`config.mk`:
```
export PLATFORM = sky130hd
export DESIGN_NAME = acq_sequencer
export DESIGN_NICKNAME = d
export VERILOG_FILES = /design/src/rtl/acq_pkg.sv /design/src/rtl/acq_timer.sv /design/src/rtl/acq_sequencer.sv
export SDC_FILE = /design/constraint.sdc
export NUM_CORES = 1
export LEC_CHECK = 0
export ABC_AREA = 1
export CAP_MARGIN = 20
export CORE_MARGIN = 10
export CORE_UTILIZATION = 35
export DETAILED_ROUTE_END_ITERATION = 8
export GPL_TIMING_DRIVEN = 1
export PLACE_DENSITY_LB_ADDON = 0.05
export SYNTH_ARGS = -nofsm -noshare
export SYNTH_HDL_FRONTEND = slang
export SYNTH_HIERARCHICAL = 1
export SYNTH_SLANG_ARGS = --single-unit
```
`constraint.sdc`:
```
create_clock -name clk -period 2.72 [get_ports clk]
set_clock_uncertainty 0.05 [all_clocks]
set_input_delay 0.544 -clock clk [delete_from_list [all_inputs] [get_ports clk]]
set_output_delay 0.544 -clock clk [all_outputs]
set_load 0.03 [all_outputs]
```
`src/rtl/acq_pkg.sv`:
```
// rtl/acq_pkg.sv - shared state encoding and defaults for the acquisition sequencer
package acq_pkg;

  typedef enum logic [1:0] {
    ST_IDLE     = 2'd0,
    ST_CAPTURE  = 2'd1,
    ST_WAIT_FFT = 2'd2,
    ST_HOLDOFF  = 2'd3
  } acq_state_e;

  localparam int ACQ_ADDR_W = 10;
  // Wide enough for multi-second holdoff/timeout values at 100 MHz.
  localparam int ACQ_CNT_W  = 32;

endpackage

```
`src/rtl/acq_timer.sv`:
```
// rtl/acq_timer.sv - loadable down-counter with zero flag, shared by holdoff and timeout
module acq_timer #(
  parameter int W = 32
) (
  input  logic         clk,
  input  logic         reset,
  input  logic         load_i,
  input  logic [W-1:0] load_val_i,
  input  logic         dec_i,
  output logic         zero_o
);

  logic [W-1:0] count_q, count_d;

  always_comb begin
    count_d = count_q;
    if (load_i) begin
      count_d = load_val_i;
    end else if (dec_i && (count_q != '0)) begin
      count_d = count_q - W'(1);
    end
  end

  always_ff @(posedge clk) begin
    if (reset) begin
      count_q <= '0;
    end else begin
      count_q <= count_d;
    end
  end

  assign zero_o = (count_q == '0);

endmodule

```
`src/rtl/acq_sequencer.sv`:
```
// rtl/acq_sequencer.sv - frame sequencer: decimated capture into the time buffer, FFT start, wait, holdoff
module acq_sequencer
  import acq_pkg::*;
#(
  parameter int ADDR_W      = ACQ_ADDR_W,
  parameter int HOLDOFF_CYC = 1_000_000,
  parameter int TIMEOUT_CYC = 4_000_000
) (
  input  logic              clk,
  input  logic              reset,
  input  logic              start_i,
  input  logic              continuous_i,
  input  logic              freeze_i,
  input  logic [2:0]        decim_i,
  input  logic              sample_valid_i,
  input  logic              fft_done_i,
  output logic              time_en_o,
  output logic              time_we_o,
  output logic [ADDR_W-1:0] time_addr_o,
  output logic              acq_start_o,
  output logic              busy_o,
  output logic [7:0]        frame_cnt_o,
  output logic              timeout_o
);

  // Timer is loaded with N-1 so that a phase lasts exactly N cycles.
  localparam logic [ACQ_CNT_W-1:0] HOLD_LOAD = ACQ_CNT_W'(HOLDOFF_CYC - 1);
  localparam logic [ACQ_CNT_W-1:0] TMO_LOAD  = ACQ_CNT_W'(TIMEOUT_CYC - 1);
  localparam logic [ADDR_W-1:0]    LAST_ADDR = '1;

  acq_state_e        state_q, state_d;
  logic [2:0]        decim_lat_q, decim_lat_d;
  logic [2:0]        decim_cnt_q, decim_cnt_d;
  logic [ADDR_W-1:0] ptr_q, ptr_d;
  logic [ADDR_W-1:0] addr_q, addr_d;
  logic              we_q, we_d;
  logic              acq_start_q, acq_start_d;
  logic [7:0]        frame_cnt_q, frame_cnt_d;
  logic              timeout_q, timeout_d;

  logic                 tmr_load, tmr_dec, tmr_zero;
  logic [ACQ_CNT_W-1:0] tmr_val;
  logic                 arm_from_idle, rearm, last_wr, enter_cap;

  assign arm_from_idle = (start_i | continuous_i) & ~freeze_i;
  assign rearm         = continuous_i & ~freeze_i;
  // The final write is visible on the outputs; the frame closes on the following edge.
  assign last_wr       = (state_q == ST_CAPTURE) && we_q && (addr_q == LAST_ADDR);
  assign enter_cap     = (state_q != ST_CAPTURE) && (state_d == ST_CAPTURE);

  always_ff @(posedge clk) begin
    if (reset) begin
      state_q <= ST_IDLE;
    end else begin
      state_q <= state_d;
    end
  end

  always_comb begin
    state_d = state_q;
    case (state_q)
      ST_IDLE:     if (arm_from_idle) state_d = ST_CAPTURE;
      ST_CAPTURE:  if (last_wr) state_d = ST_WAIT_FFT;
      ST_WAIT_FFT: if (fft_done_i || tmr_zero) state_d = ST_HOLDOFF;
      ST_HOLDOFF:  if (tmr_zero) state_d = rearm ? ST_CAPTURE : ST_IDLE;
      default:     state_d = ST_IDLE;
    endcase
  end

  always_comb begin
    time_en_o = (state_q == ST_CAPTURE);
    busy_o    = (state_q != ST_IDLE);
  end

  assign tmr_load = ((state_q == ST_CAPTURE) && (state_d == ST_WAIT_FFT)) ||
                    ((state_q == ST_WAIT_FFT) && (state_d == ST_HOLDOFF));
  assign tmr_val  = (state_q == ST_CAPTURE) ? TMO_LOAD : HOLD_LOAD;
  assign tmr_dec  = (state_q == ST_WAIT_FFT) || (state_q == ST_HOLDOFF);

  acq_timer #(.W(ACQ_CNT_W)) u_timer (
    .clk        (clk),
    .reset      (reset),
    .load_i     (tmr_load),
    .load_val_i (tmr_val),
    .dec_i      (tmr_dec),
    .zero_o     (tmr_zero)
  );

  always_comb begin
    decim_lat_d = decim_lat_q;
    decim_cnt_d = decim_cnt_q;
    ptr_d       = ptr_q;
    addr_d      = addr_q;
    we_d        = 1'b0;
    acq_start_d = 1'b0;
    frame_cnt_d = frame_cnt_q;
    timeout_d   = timeout_q;

    if (enter_cap) begin
      decim_lat_d = decim_i;
      decim_cnt_d = '0;
      ptr_d       = '0;
    end

    if ((state_q == ST_CAPTURE) && sample_valid_i && !last_wr) begin
      if (decim_cnt_q == '0) begin
        we_d   = 1'b1;
        addr_d = ptr_q;
        ptr_d  = ptr_q + ADDR_W'(1);
      end
      decim_cnt_d = (decim_cnt_q == decim_lat_q) ? 3'd0 : decim_cnt_q + 3'd1;
    end

    if (last_wr) begin
      acq_start_d = 1'b1;
      addr_d      = '0;
    end

    if (state_q == ST_WAIT_FFT) begin
      if (fft_done_i) begin
        frame_cnt_d = frame_cnt_q + 8'd1;
      end else if (tmr_zero) begin
        timeout_d = 1'b1;
      end
    end
  end

  always_ff @(posedge clk) begin
    if (reset) begin
      decim_lat_q <= '0;
      decim_cnt_q <= '0;
      ptr_q       <= '0;
      addr_q      <= '0;
      we_q        <= 1'b0;
      acq_start_q <= 1'b0;
      frame_cnt_q <= '0;
      timeout_q   <= 1'b0;
    end else begin
      decim_lat_q <= decim_lat_d;
      decim_cnt_q <= decim_cnt_d;
      ptr_q       <= ptr_d;
      addr_q      <= addr_d;
      we_q        <= we_d;
      acq_start_q <= acq_start_d;
      frame_cnt_q <= frame_cnt_d;
      timeout_q   <= timeout_d;
    end
  end

  assign time_we_o   = we_q;
  assign time_addr_o = addr_q;
  assign acq_start_o = acq_start_q;
  assign frame_cnt_o = frame_cnt_q;
  assign timeout_o   = timeout_q;

endmodule

```
Word level (Yosys, flattened, before mapping)
Index checks and enable logic that the tools add are counted.

Bits in registers: 71. Input port bits: 10. Output and inout port bits: 23. Word-level logic and storage cells: 70.

$add $sub $neg: 4. Equality and inequality tests: 9. Mux-type cells: 17. Bitwise logic cells: 6. Reduce and logical (&&, ||, !) cells: 24.

Operator list (number): 32-bit two-way mux (2); 32-bit zero test (1); 32-bit nonzero test (1); 32-bit by 1-bit subtractor with 32-bit output (second input constant) (1); 10-bit two-way mux (3); 22-bit two-way mux (1); 10-bit by 1-bit adder with 10-bit output (second input constant) (1); 10-bit equality test (second input constant) (1); 3-bit two-way mux (3); 8-bit by 1-bit adder with 8-bit output (second input constant) (1); 2-bit equality test (second input constant) (4); 1-bit logical AND (8); 2-bit two-way mux (4); 2-bit one-hot mux with 4 select lines (1); 2-bit nonzero test (3); 2-bit by 1-bit equality test with 1-bit output (second input constant) (2); 2-bit AND reduction (2); 2-bit OR reduction (2); 3-bit by 1-bit adder with 3-bit output (second input constant) (1); 3-bit equality test (1); 3-bit zero test (1); 1-bit logical OR (3); 1-bit two-way mux (3); 1-bit inverter (3); other kinds (6) (7).

Depth between registers and ports, before layout
Gate-level depths: netlist (run 1).

Depth after elaboration: 10. Gate-level depth with buffers: 23. Gate-level depth less buffers: 21.

By module
Netlist (run 1), hierarchy kept.

By module, submodules not included: acq_timer (times used 1, cells an instance 403, area each 2434.8 um^2, seq. area each 640.6 um^2); acq_sequencer (times used 1, cells an instance 254, area each 1846.8 um^2, seq. area each 780.7 um^2).

Least setup slack after synthesis (run 1)
OpenSTA, ideal clock, no wires.

Kind: reg-to-reg. From: register u_timer.count_q[0]. To: register u_timer.count_q[22]. Library setup time: 0.128 ns. Arrival time: 2.795 ns. Required time: 2.542 ns. Setup slack: -0.252 ns. Cell stages (with the launch flop): 24. Path buffers: 2. Clock period less this slack: 2.972 ns. Cells stage by stage: dfxtp_1 inv_1 ha_1 nand2_4 nor2_8 nand2_1 nor3_1 nand2_1 nor2_1 nor2_1 nor2_1 nand2_1 nand2_1 nand2_1 nand2_1 nor2_1 a211oi_1 clkbuf_1 inv_1 clkbuf_1 nand3_1 nand2_1 nor2_1 nor2_1.

Word-level cells in the longest chain between the ends: 8. Elaborated cells on any way between the ends: 16. Those cells by class: add/sub: 1; eq/ne: 2; mux: 5; reduce/logical: 8.

Ends and longest elaborated chain: start: declaration (RTL line acq_timer.sv:13) `logic [W-1:0] count_q, count_d;`; start signal: assignment (RTL line acq_timer.sv:28) `count_q <= count_d;`; 32-bit zero test * (RTL line acq_timer.sv:32) `assign zero_o = (count_q == '0);`; via tmr_zero (RTL line acq_sequencer.sv:41) `logic tmr_load, tmr_dec, tmr_zero;`; 1-bit logical OR (RTL line acq_sequencer.sv:64) `ST_WAIT_FFT: if (fft_done_i || tmr_zero) state_d = ST_HOLDOFF;`; 2-bit two-way mux (RTL line acq_sequencer.sv:64); 2-bit one-hot mux with 4 select lines * (RTL line acq_sequencer.sv:61) `case (state_q)`; 2-bit equality test (on tied branches) (RTL line acq_sequencer.sv:75, acq_sequencer.sv:76); 1-bit logical AND (on tied branches) (RTL line acq_sequencer.sv:75, acq_sequencer.sv:76); 1-bit logical OR * (RTL line acq_sequencer.sv:75) `assign tmr_load = ((state_q == ST_CAPTURE) && (state_d == ST_WAIT_FFT)) ||`; via tmr_load (RTL line acq_sequencer.sv:41); 32-bit two-way mux or 2-bit nonzero test (tied branches).

The timed path passes the listed nets; every way through them passes the cells marked *. The select of a mux whose other input is x is not followed. A chain may end at the register's enable or synchronous reset.

Worst setup path after layout (run 1)
From: register u_timer.count_q[4]. To: register u_timer.count_q[22].

Same word-level chain as after synthesis.

==> impl_metrics.yaml, run 1 <==
status:
  status: "complete, but fails checks"
  violations: "setup timing"
finish:
  fillCellCount: 1269
  utilization: 0.479
  stdcell_area_sq_um: 5760
  areaGrowthSynthToFinish_pct: 34.5
  n_antenna_cell: 0
  layout-drive-gt1-share: 0.203
  nNetsFinal: 783
critical_path:
  reg2reg_depth: 21
  cp_cell_sequence: "nor2_4, nand2_2, nor2_8, nand2_4, nor3_4, nand2_1, nor2_2, nor2_2, nor2_1, nand2_1, nand2_1, nand2_2, nand2_2, nor2_2, a211oi_2, inv_2, nand2_4, clkbuf_16, nor2_4, nor2_1, nor2_1"
  worstPathArrival_ns: 3.00
  critical_path_buf_inv_count: 2
  path_delay_family: "simple AND/OR/NAND/NOR gates"
  r2r_slack_ns: -0.10
  criticalPathCategory: "reg2reg"
  path_depth: 21
  end_kind: "flip-flop"
  crit_required_ns: 2.90
  critical_path_peak_fanout: 8
  crit_path_start_kind: "flip-flop"
  cpPeakStageDelay_ns: 0.33
  slowest_stage: "dfxtp_1"
clocking:
  clkTransAtPathRegs_ns: 0.06
  hold_buffers: 0
  cts_tree: "built"
  cts_buffer_depth: 2
  cts_sinks: 71
  cts_htree_levels: 3
  numCtsBuffers: 9
  cts-root-buf: "clkbuf_16"
  clock_latency_ns: 0.33
sta:
  slew_viol_final: 0
  setup_viol: 32
  relSlewSlack: 0.619
  hold_viol_final: 0
  fmax_ghz: 0.354
  worst_slew_pin_slew_ns: 0.569
  timing.final.ws_setup_ns: -0.101
  fin_crit_ns: 2.82
  rsz0062_at_grt: "yes"
  fin_crit_sh: 1.04
  holdWs_ns: 0.408
synth:
  synth-adder-area-share: 0.0146
  synth-seq-area-share: 0.332
  synthCells: 657
  synth_edf_count: 0
  synth_xor_area_frac: 0.0491
  synth_top_area_share: 0.332
  async_flop_share: 0
  netlist_area_sq_um: 4280
  yosysWarnings: 6
  synth_common_cells: "161 x nor2_1, 155 x nand2_1, 71 x dfxtp_1, 49 x nand3_1, 46 x inv_1"
  yosys.area_share.simple: 0.438
  synthTopCellsByArea: "dfxtp_1 33%, nor2_1 14%, nand2_1 14%, nand3_1 5.7%, inv_1 4.0%"
  synth_compound_area_frac: 0.0929
  ys.flop_type: "dfxtp_1"
  yosysMostFrequentCell: "nor2_1"
  yosysUniqueCellTypes: 39
  yosys.area.top_type: "dfxtp_1"
  ys_ff_latch: 71
  muxShareOfSynthArea: 0
  syn_avg_cell_area_sq_um: 6.52
  synth_top_family_by_area: "simple AND/OR/NAND/NOR gates"
power:
  p_leak_nw: 2.67
  p_per_area_nw_per_um2: 422
  power_mw: 2.43
  vdd_drop_max_v: 0.000320
placed_design:
  port_buffers: 32
  pre_cts_slack_ns: -0.149
  place_congestion: 0.831
  hpwl_mm: 9.01
  placed_cell_area_sq_um: 5210
floorplanning:
  core_area_sq_um: 12000
  die_w_microns: 131
  die_area_sq_um: 17100
  initial_core_util: 0.356
  pin_count: 33
  die_y_microns: 131
  rows: 40
global_route:
  grt_overflow: 0
  antenna_found_initial: 0
  grt_pass1_vias: 4171
  grt_max_degree: 23
  grt_first_pass_wirelength_mm: 20.4
  grt.total_usage: 0.150
detailed_routing:
  wl_per_cell_microns: 13.5
  viasPerCell: 4.72
  drc: 0
  dr.pass1.iters: 4
  drt-total-wl_mm: 12.4
  ant_nets: 0
  drtIter0Drc: 228
  vias: 4340
min_path:
  min_delay_path_depth: 2
  holdCritPathClass: "reg2reg"
flow_run:
  maxCapViolCount: 0
[repair_timing]
action | in CTS | in global routing
setup endpoints to repair | 32 | 32
cloned | 0 | 1
pin swaps | 0 | 32
buffers inserted | 0 | 9
endpoints found under the hold margin | 0 | 0
gates resized for setup | 7 | 49
[sequential cells by signal, summed over array words and instances, names as in the netlist]
signal,flops
acq_start_o,1
decim_cnt_q,3
decim_lat_q,3
frame_cnt_o,8
ptr_q,10
state_q,2
time_addr_o,10
time_we_o,1
timeout_o,1
u_timer/count_q,32
[tightest hold or removal path: stages, from the launching register on]
cell     delay (ns)
dfxtp_1        0.32
inv_1          0.05
a21oi_1        0.05
[cell families (layout without fill, tap and decap cells)]
family                     count (synthesis)  after routing
xor gates and xnor gates                  24             24
and+or+nand+nor                          415            415
AOI/OAI and AO/OA                         72             72
adders and majority gates                  5              5
DFF                                       71             71
other                                      2             24
buffers and inverters                     68            162
[per-stage QoR]
stage / cells / setup TNS [ns]
after global placement: 894 / -0.332
after floorplan: 679 / 0
after detailed placement: 894 / -2.21
after CTS: 910 / 0
final: 920 / -1.59
after global routing: 920 / -10.07
[area by class of cell]
cell class | instances | area, sq um | area share
Clock buffer | 11 | 253 | 0.0439
Clock inverter | 5 | 56.3 | 0.00978
Inverter | 48 | 190 | 0.0330
Multi-Input combinational cell | 540 | 2760 | 0.479
Sequential cell | 71 | 1430 | 0.247
Tap cell | 147 | 184 | 0.0319
Timing Repair Buffer | 98 | 893 | 0.155
[placed cells by master, fill, tap and decap left out, drive strengths merged, types with 8 or more instances in the layout]
cell             n
nand2          164
clkdlybuf4s50   32
o21ai           34
conb            24
nor2           172
inv             48
xor2            16
clkbuf          12
nand4            8
a21oi           29
buf             65
xnor2            8
dfxtp           71
nand3           50
nor3            15
[layer usage]
metal	up-vias	global-route usage	share of wire	wire, microns
met4	0	0.0497	0.011	138
met5	-	0	0	0
met1	2001	0.188	0.47	5810
li1	2286	-	-	-
met3	11	0.0274	0.031	383
met2	42	0.253	0.49	6050
[path summary, 6_finish.rpt]
kind	startpoint	endpoint
worst max-delay path	u_timer/count_q[4]	u_timer/count_q[22]
worst min-delay path	frame_cnt_o[7]	frame_cnt_o[7]
worst max register to register	u_timer/count_q[4]	u_timer/count_q[22]
worst min register to register	frame_cnt_o[7]	frame_cnt_o[7]
[power by group]
| part | internal (mW) | switching, mW |
|---|---|---|
| logic | 0.0510 | 0.0923 |
| clock network | 0.759 | 0.474 |
| registers | 1.05 | 0.00729 |
| total | 1.86 | 0.574 |
No activity file was read; power rests on OpenSTA's default activity.
==> run 2, diff against run 1 <==
Settings changed: CORE_UTILIZATION 35 to 53.
==> run 2 against run 1 <==
- the flow still finishes with violations (setup timing)
- critical path depth rose by 1
- combinational power about the same
- clock power fell by 23%
- worst setup slack improved by 0.064 ns
==> impl_metrics.yaml, run 2 (synthesized netlist as in run 1, its figures left out) <==
placed_design:
  place_congestion: 0.951
  hpwl_mm: 8.22
  placed_cell_area_sq_um: 5080
  port_buffers: 32
finish:
  stdcell_area_sq_um: 5570
  areaGrowthSynthToFinish_pct: 30.2
  largest_register_ffs: 32
  layout-drive-gt1-share: 0.197
  fillCellCount: 639
  layout_commonest_cell: "nor2_1"
  layout_common_cells: "150 x nor2_1, 149 x nand2_1, 68 x dfxtp_1, 45 x buf_4, 42 x inv_1"
  n_antenna_cell: 0
  multi_input_area_sq_um: 2810
  ff_latch_area_sq_um: 1430
  top_register: "u_timer/count_q"
  nNetsFinal: 771
sta:
  slew_viol_final: 0
  worst_slew_pin_slew_ns: 0.669
  fin_crit_sh: 1.01
  fin_crit_ns: 2.76
  rsz0062_at_grt: "yes"
  setup_viol: 9
  relSlewSlack: 0.552
  timing.final.ws_setup_ns: -0.0371
  fmax_ghz: 0.363
  hold_viol_final: 0
critical_path:
  criticalPathCategory: "reg2reg"
  r2r_slack_ns: -0.04
  r2r-end: "u_timer/count_q[21]"
  reg2reg_depth: 22
  crit_path_start_kind: "flip-flop"
  r2r-start: "u_timer/count_q[1]"
  crit_required_ns: 2.91
  worstPathArrival_ns: 2.94
  critical_path_peak_fanout: 8
  end_kind: "flip-flop"
floorplanning:
  die_area_sq_um: 12100
  initial_core_util: 0.548
  die_y_microns: 110
  die_w_microns: 110
  pin_count: 33
  rows: 32
  core_area_sq_um: 7810
clocking:
  cts-root-buf: "clkbuf_8"
  clock_latency_ns: 0.35
  numCtsBuffers: 9
  cts_buffer_depth: 2
  cts_tree: "built"
  cts_sinks: 71
  hold_buffers: 0
  clkTransAtPathRegs_ns: 0.08
  cts_htree_levels: 3
detailed_routing:
  wl_per_cell_microns: 13.8
  vias: 4435
  drt-total-wl_mm: 11.9
  viasPerCell: 5.14
  drtIter0Drc: 209
  drc: 0
  dr.pass1.iters: 5
  ant_nets: 0
global_route:
  grt_first_pass_wirelength_mm: 18.7
  grt.total_usage: 0.190
  antenna_found_initial: 0
  grt_max_degree: 26
  grt_overflow: 0
  grt_pass1_vias: 4088
status:
  violations: "setup timing"
  status: "complete, but fails checks"
power:
  p_leak_nw: 2.59
  vdd_drop_max_v: 0.000372
  power_mw: 2.15
  p_per_area_nw_per_um2: 385
min_path:
  holdCritPathClass: "reg2reg"
  min_delay_path_depth: 2
  holdPathEnd: "frame_cnt_o[7]"
  min_from: "frame_cnt_o[7]"
flow_run:
  maxCapViolCount: 0
-- run 2: cell count changes in the layout (fill, tap and decap cells not counted), sizes merged --
| cell | delta |
|---|---|
| buf | -15 |
| clkbuf | -1 |
| nand2 | +2 |
| clkinv | +1 |
| bufinv | +2 |
| inv | -1 |
-- run 2: worst max-delay path by stage --
stage | end | cells after the start | start | slack [ns]
floorplan | u_timer/count_q[22] | 23 | u_timer/count_q[0] | 0.02
global placement | u_timer/count_q[19] | 21 | u_timer/count_q[0] | -0.0002
detailed placement | u_timer/count_q[11] | 21 | u_timer/count_q[0] | -0.13
CTS | u_timer/count_q[31] | 22 | u_timer/count_q[1] | 0.01
global route | u_timer/count_q[7] | 22 | u_timer/count_q[1] | -0.17
finish | u_timer/count_q[21] | 22 | u_timer/count_q[1] | -0.04
-- run 2: what timing repair did --
action,CTS,global route
buffers inserted,0,6
endpoints found under the setup margin,32,32
cloned,0,4
pin swaps,1,29
resized for setup,10,42
-- run 2: layout make-up --
class                      instances  area share
tap                              102      0.0229
clock inverter                     7      0.0171
inverter                          48      0.0357
timing repair buffer              84       0.142
clock buffer                       9      0.0222
multi-input combinational        542       0.505
sequential                        71       0.256
-- run 2: metrics by stage --
stage	hold WS [ns]	utilization	worst slack [ns]	setup TNS [ns]	cells
after floorplan	0.387	-	0.0150	0	679
after global placement	0.396	0.650	-0.000207	-0.000207	837
after detailed placement	0.405	0.650	-0.131	-2.36	837
after CTS	0.418	0.681	0.0132	0	853
after global routing	0.448	0.714	-0.170	-4.70	863
final	0.419	0.714	-0.0371	-0.113	863
-- run 2: critical path, stage by stage, from the launching register on --
cell	delay [ns]
dfxtp_2	0.33
inv_2	0.07
ha_4	0.15
nand2_4	0.07
nor2_8	0.10
nand2_4	0.06
nor3_2	0.15
nand2_1	0.09
nor2_2	0.15
nor2_2	0.07
nor2_1	0.12
nand2_1	0.06
nand2_1	0.08
nand2_2	0.06
nand2_2	0.10
nor2_2	0.04
a211oi_2	0.18
bufinv_8	0.27
clkbuf_16	0.17
nand3_2	0.07
nand2_1	0.05
nor2_1	0.11
nor2_1	0.04
-- run 2: metal layers --
layer / track usage / part of all wire
met5: 0 / 0
met4: 0.0576 / 0.014
met3: 0.0433 / 0.065
met2: 0.330 / 0.51
met1: 0.228 / 0.42
-- run 2: power breakdown --
part | internal, mW | switching (mW) | leakage, nW
sequential | 1.05 | 0.00717 | 0.574
combinational | 0.0500 | 0.0901 | 1.91
clock | 0.518 | 0.433 | 0.110
total | 1.61 | 0.531 | 2.59
==> run 3, diff against run 2 <==
Settings changed: SKIP_LAST_GASP set to 1.
==> run 3 against run 2 <==
- the run still ends with setup timing left
- final cell count did not move
- core utilization shrank 0.096 points
- clock-buffer cell count stayed put
- worst setup slack gained 0.010 ns
- total power grew 0.23%
- sequential share of layout area about the same
- global-route usage unchanged
- flip-flop and latch count did not move
- combinational power barely moved
- non-clock buffer count is the same
==> impl_metrics.yaml, run 3 (synthesized netlist as in run 1, its figures left out) <==
critical_path:
  crit_path_start_kind: "flip-flop"
  criticalPathCategory: "reg2reg"
  end_kind: "flip-flop"
  r2r-start: "u_timer/count_q[1]"
  worstPathArrival_ns: 2.93
  critical_path_peak_fanout: 8
  r2r_slack_ns: -0.03
  r2r-end: "u_timer/count_q[21]"
  reg2reg_depth: 22
  crit_required_ns: 2.90
placed_design:
  pre_cts_slack_ns: -0.131
  dp_cells: 837
  hpwl_mm: 8.22
  port_buffers: 32
  placed_cell_area_sq_um: 5080
  place_congestion: 0.951
sta:
  setup_viol: 11
  fin_crit_ns: 2.75
  holdWs_ns: 0.419
  worst_slew_pin_slew_ns: 0.647
  slew_viol_final: 0
  hold_viol_final: 0
  timing.final.ws_setup_ns: -0.0268
  setup_tns_ns: -0.112
  fmax_ghz: 0.364
  relSlewSlack: 0.566
  rsz0062_at_grt: "yes"
  fin_crit_sh: 1.01
finish:
  layout-drive-gt1-share: 0.194
  nNetsFinal: 771
  layout_common_cells: "150 x nand2_1, 150 x nor2_1, 68 x dfxtp_1, 45 x buf_4, 42 x inv_1"
  areaGrowthSynthToFinish_pct: 30.0
  stdcell_area_sq_um: 5570
  fillCellCount: 639
  n_antenna_cell: 0
  largest_register_ffs: 32
  top_register: "u_timer/count_q"
  layout.cells.non_filler: 863
detailed_routing:
  wl_per_cell_microns: 13.8
  viasPerCell: 5.14
  drtIter0Drc: 213
  dr.pass1.iters: 5
  vias: 4433
  drc: 0
  drt-total-wl_mm: 11.9
  ant_nets: 0
global_route:
  grt_max_degree: 26
  grt_first_pass_wirelength_mm: 18.7
  grt_pass1_vias: 4088
  grt_overflow: 0
  grt.total_usage: 0.190
  antenna_found_initial: 0
status:
  status: "complete, but fails checks"
  violations: "setup timing"
clocking:
  cts_sinks: 71
  clock_latency_ns: 0.35
  cts_buffer_depth: 2
  cts_tree: "built"
  clkTransAtPathRegs_ns: 0.08
  cts_htree_levels: 3
  numCtsBuffers: 9
  cts-root-buf: "clkbuf_8"
floorplanning:
  core_area_sq_um: 7810
  die_w_microns: 110
  die_area_sq_um: 12100
  rows: 32
  initial_core_util: 0.548
  pin_count: 33
  die_y_microns: 110
power:
  p_per_area_nw_per_um2: 386
  p_leak_nw: 2.59
  vdd_drop_max_v: 0.000372
min_path:
  holdPathEnd: "frame_cnt_o[7]"
  holdCritPathClass: "reg2reg"
  min_from: "frame_cnt_o[7]"
  min_delay_path_depth: 2
flow_run:
  maxCapViolCount: 0
run 3: changes by cell type in the layout (fill, tap and decap cells not counted):
cell     before  now
nand2_1     149  150
nand2_2       7    6
nand3_1      40   41
nand3_2      10    9
run 3: power by group:
| group | total (mW) | leakage (nW) | switching (mW) | internal (mW) |
|---|---|---|---|---|
| clock | 0.956 | 0.110 | 0.438 | 0.518 |
| combinational | 0.140 | 1.91 | 0.0904 | 0.0500 |
| sequential | 1.05 | 0.574 | 0.00718 | 1.05 |
| total | 2.15 | 2.59 | 0.536 | 1.61 |
run 3: per-stage QoR:
stage / util / total power [mW]
after detailed placement: 0.650 / 1.21
final: 0.713 / 2.15
after CTS: 0.681 / 2.16
after floorplan: - / 1.16
after global placement: 0.650 / 1.21
after global routing: 0.713 / 2.21
run 3: worst max path at each step:
stage	startpoint	endpoint	slack [ns]	cells past startpoint
3_3_place_gp	u_timer/count_q[0]	u_timer/count_q[19]	-0.0002	21
5_1_grt	u_timer/count_q[1]	u_timer/count_q[27]	-0.17	22
2_1_floorplan	u_timer/count_q[0]	u_timer/count_q[22]	0.02	23
3_5_place_dp	u_timer/count_q[0]	u_timer/count_q[11]	-0.13	21
4_1_cts	u_timer/count_q[0]	u_timer/count_q[31]	-0.005	22
6_report	u_timer/count_q[1]	u_timer/count_q[21]	-0.03	22
run 3: final cells by class:
type | count | area (sq um) | share of cell area
clock buffer | 9 | 124 | 0.0223
clock inverter | 7 | 95.1 | 0.0171
inverter | 48 | 199 | 0.0357
multi-input combinational | 542 | 2810 | 0.504
sequential | 71 | 1430 | 0.256
tap | 102 | 128 | 0.0229
timing repair buffer | 84 | 791 | 0.142
run 3: critical path, cell delays in order (launching register included):
cell and delay (ns):
dfxtp_2 0.33, inv_2 0.07, ha_4 0.15, nand2_4 0.07
nor2_8 0.10, nand2_4 0.06, nor3_2 0.15, nand2_1 0.08
nor2_2 0.15, nor2_2 0.07, nor2_1 0.12, nand2_1 0.06
nand2_1 0.08, nand2_2 0.06, nand2_2 0.10, nor2_2 0.04
a211oi_2 0.18, bufinv_8 0.27, clkbuf_16 0.17, nand3_2 0.07
nand2_1 0.05, nor2_1 0.10, nor2_1 0.05
run 3: repair_timing:
action,4_1_cts,5_1_grt
pin swaps,1,28
gates resized for setup,9,41
endpoints found under the hold margin,0,0
setup buffers,0,6
hold buffers,0,0
endpoints found under the setup margin,32,32
cloned,0,4
run 3: per-layer routing:
| metal | wire length [microns] | global-route usage | vias up |
|---|---|---|---|
| met2 | 6020 | 0.330 | 134 |
| met5 | 0 | 0 | - |
| met4 | 164 | 0.0576 | 0 |
| li1 | - | - | 2260 |
| met3 | 745 | 0.0433 | 13 |
| met1 | 4990 | 0.228 | 2026 |
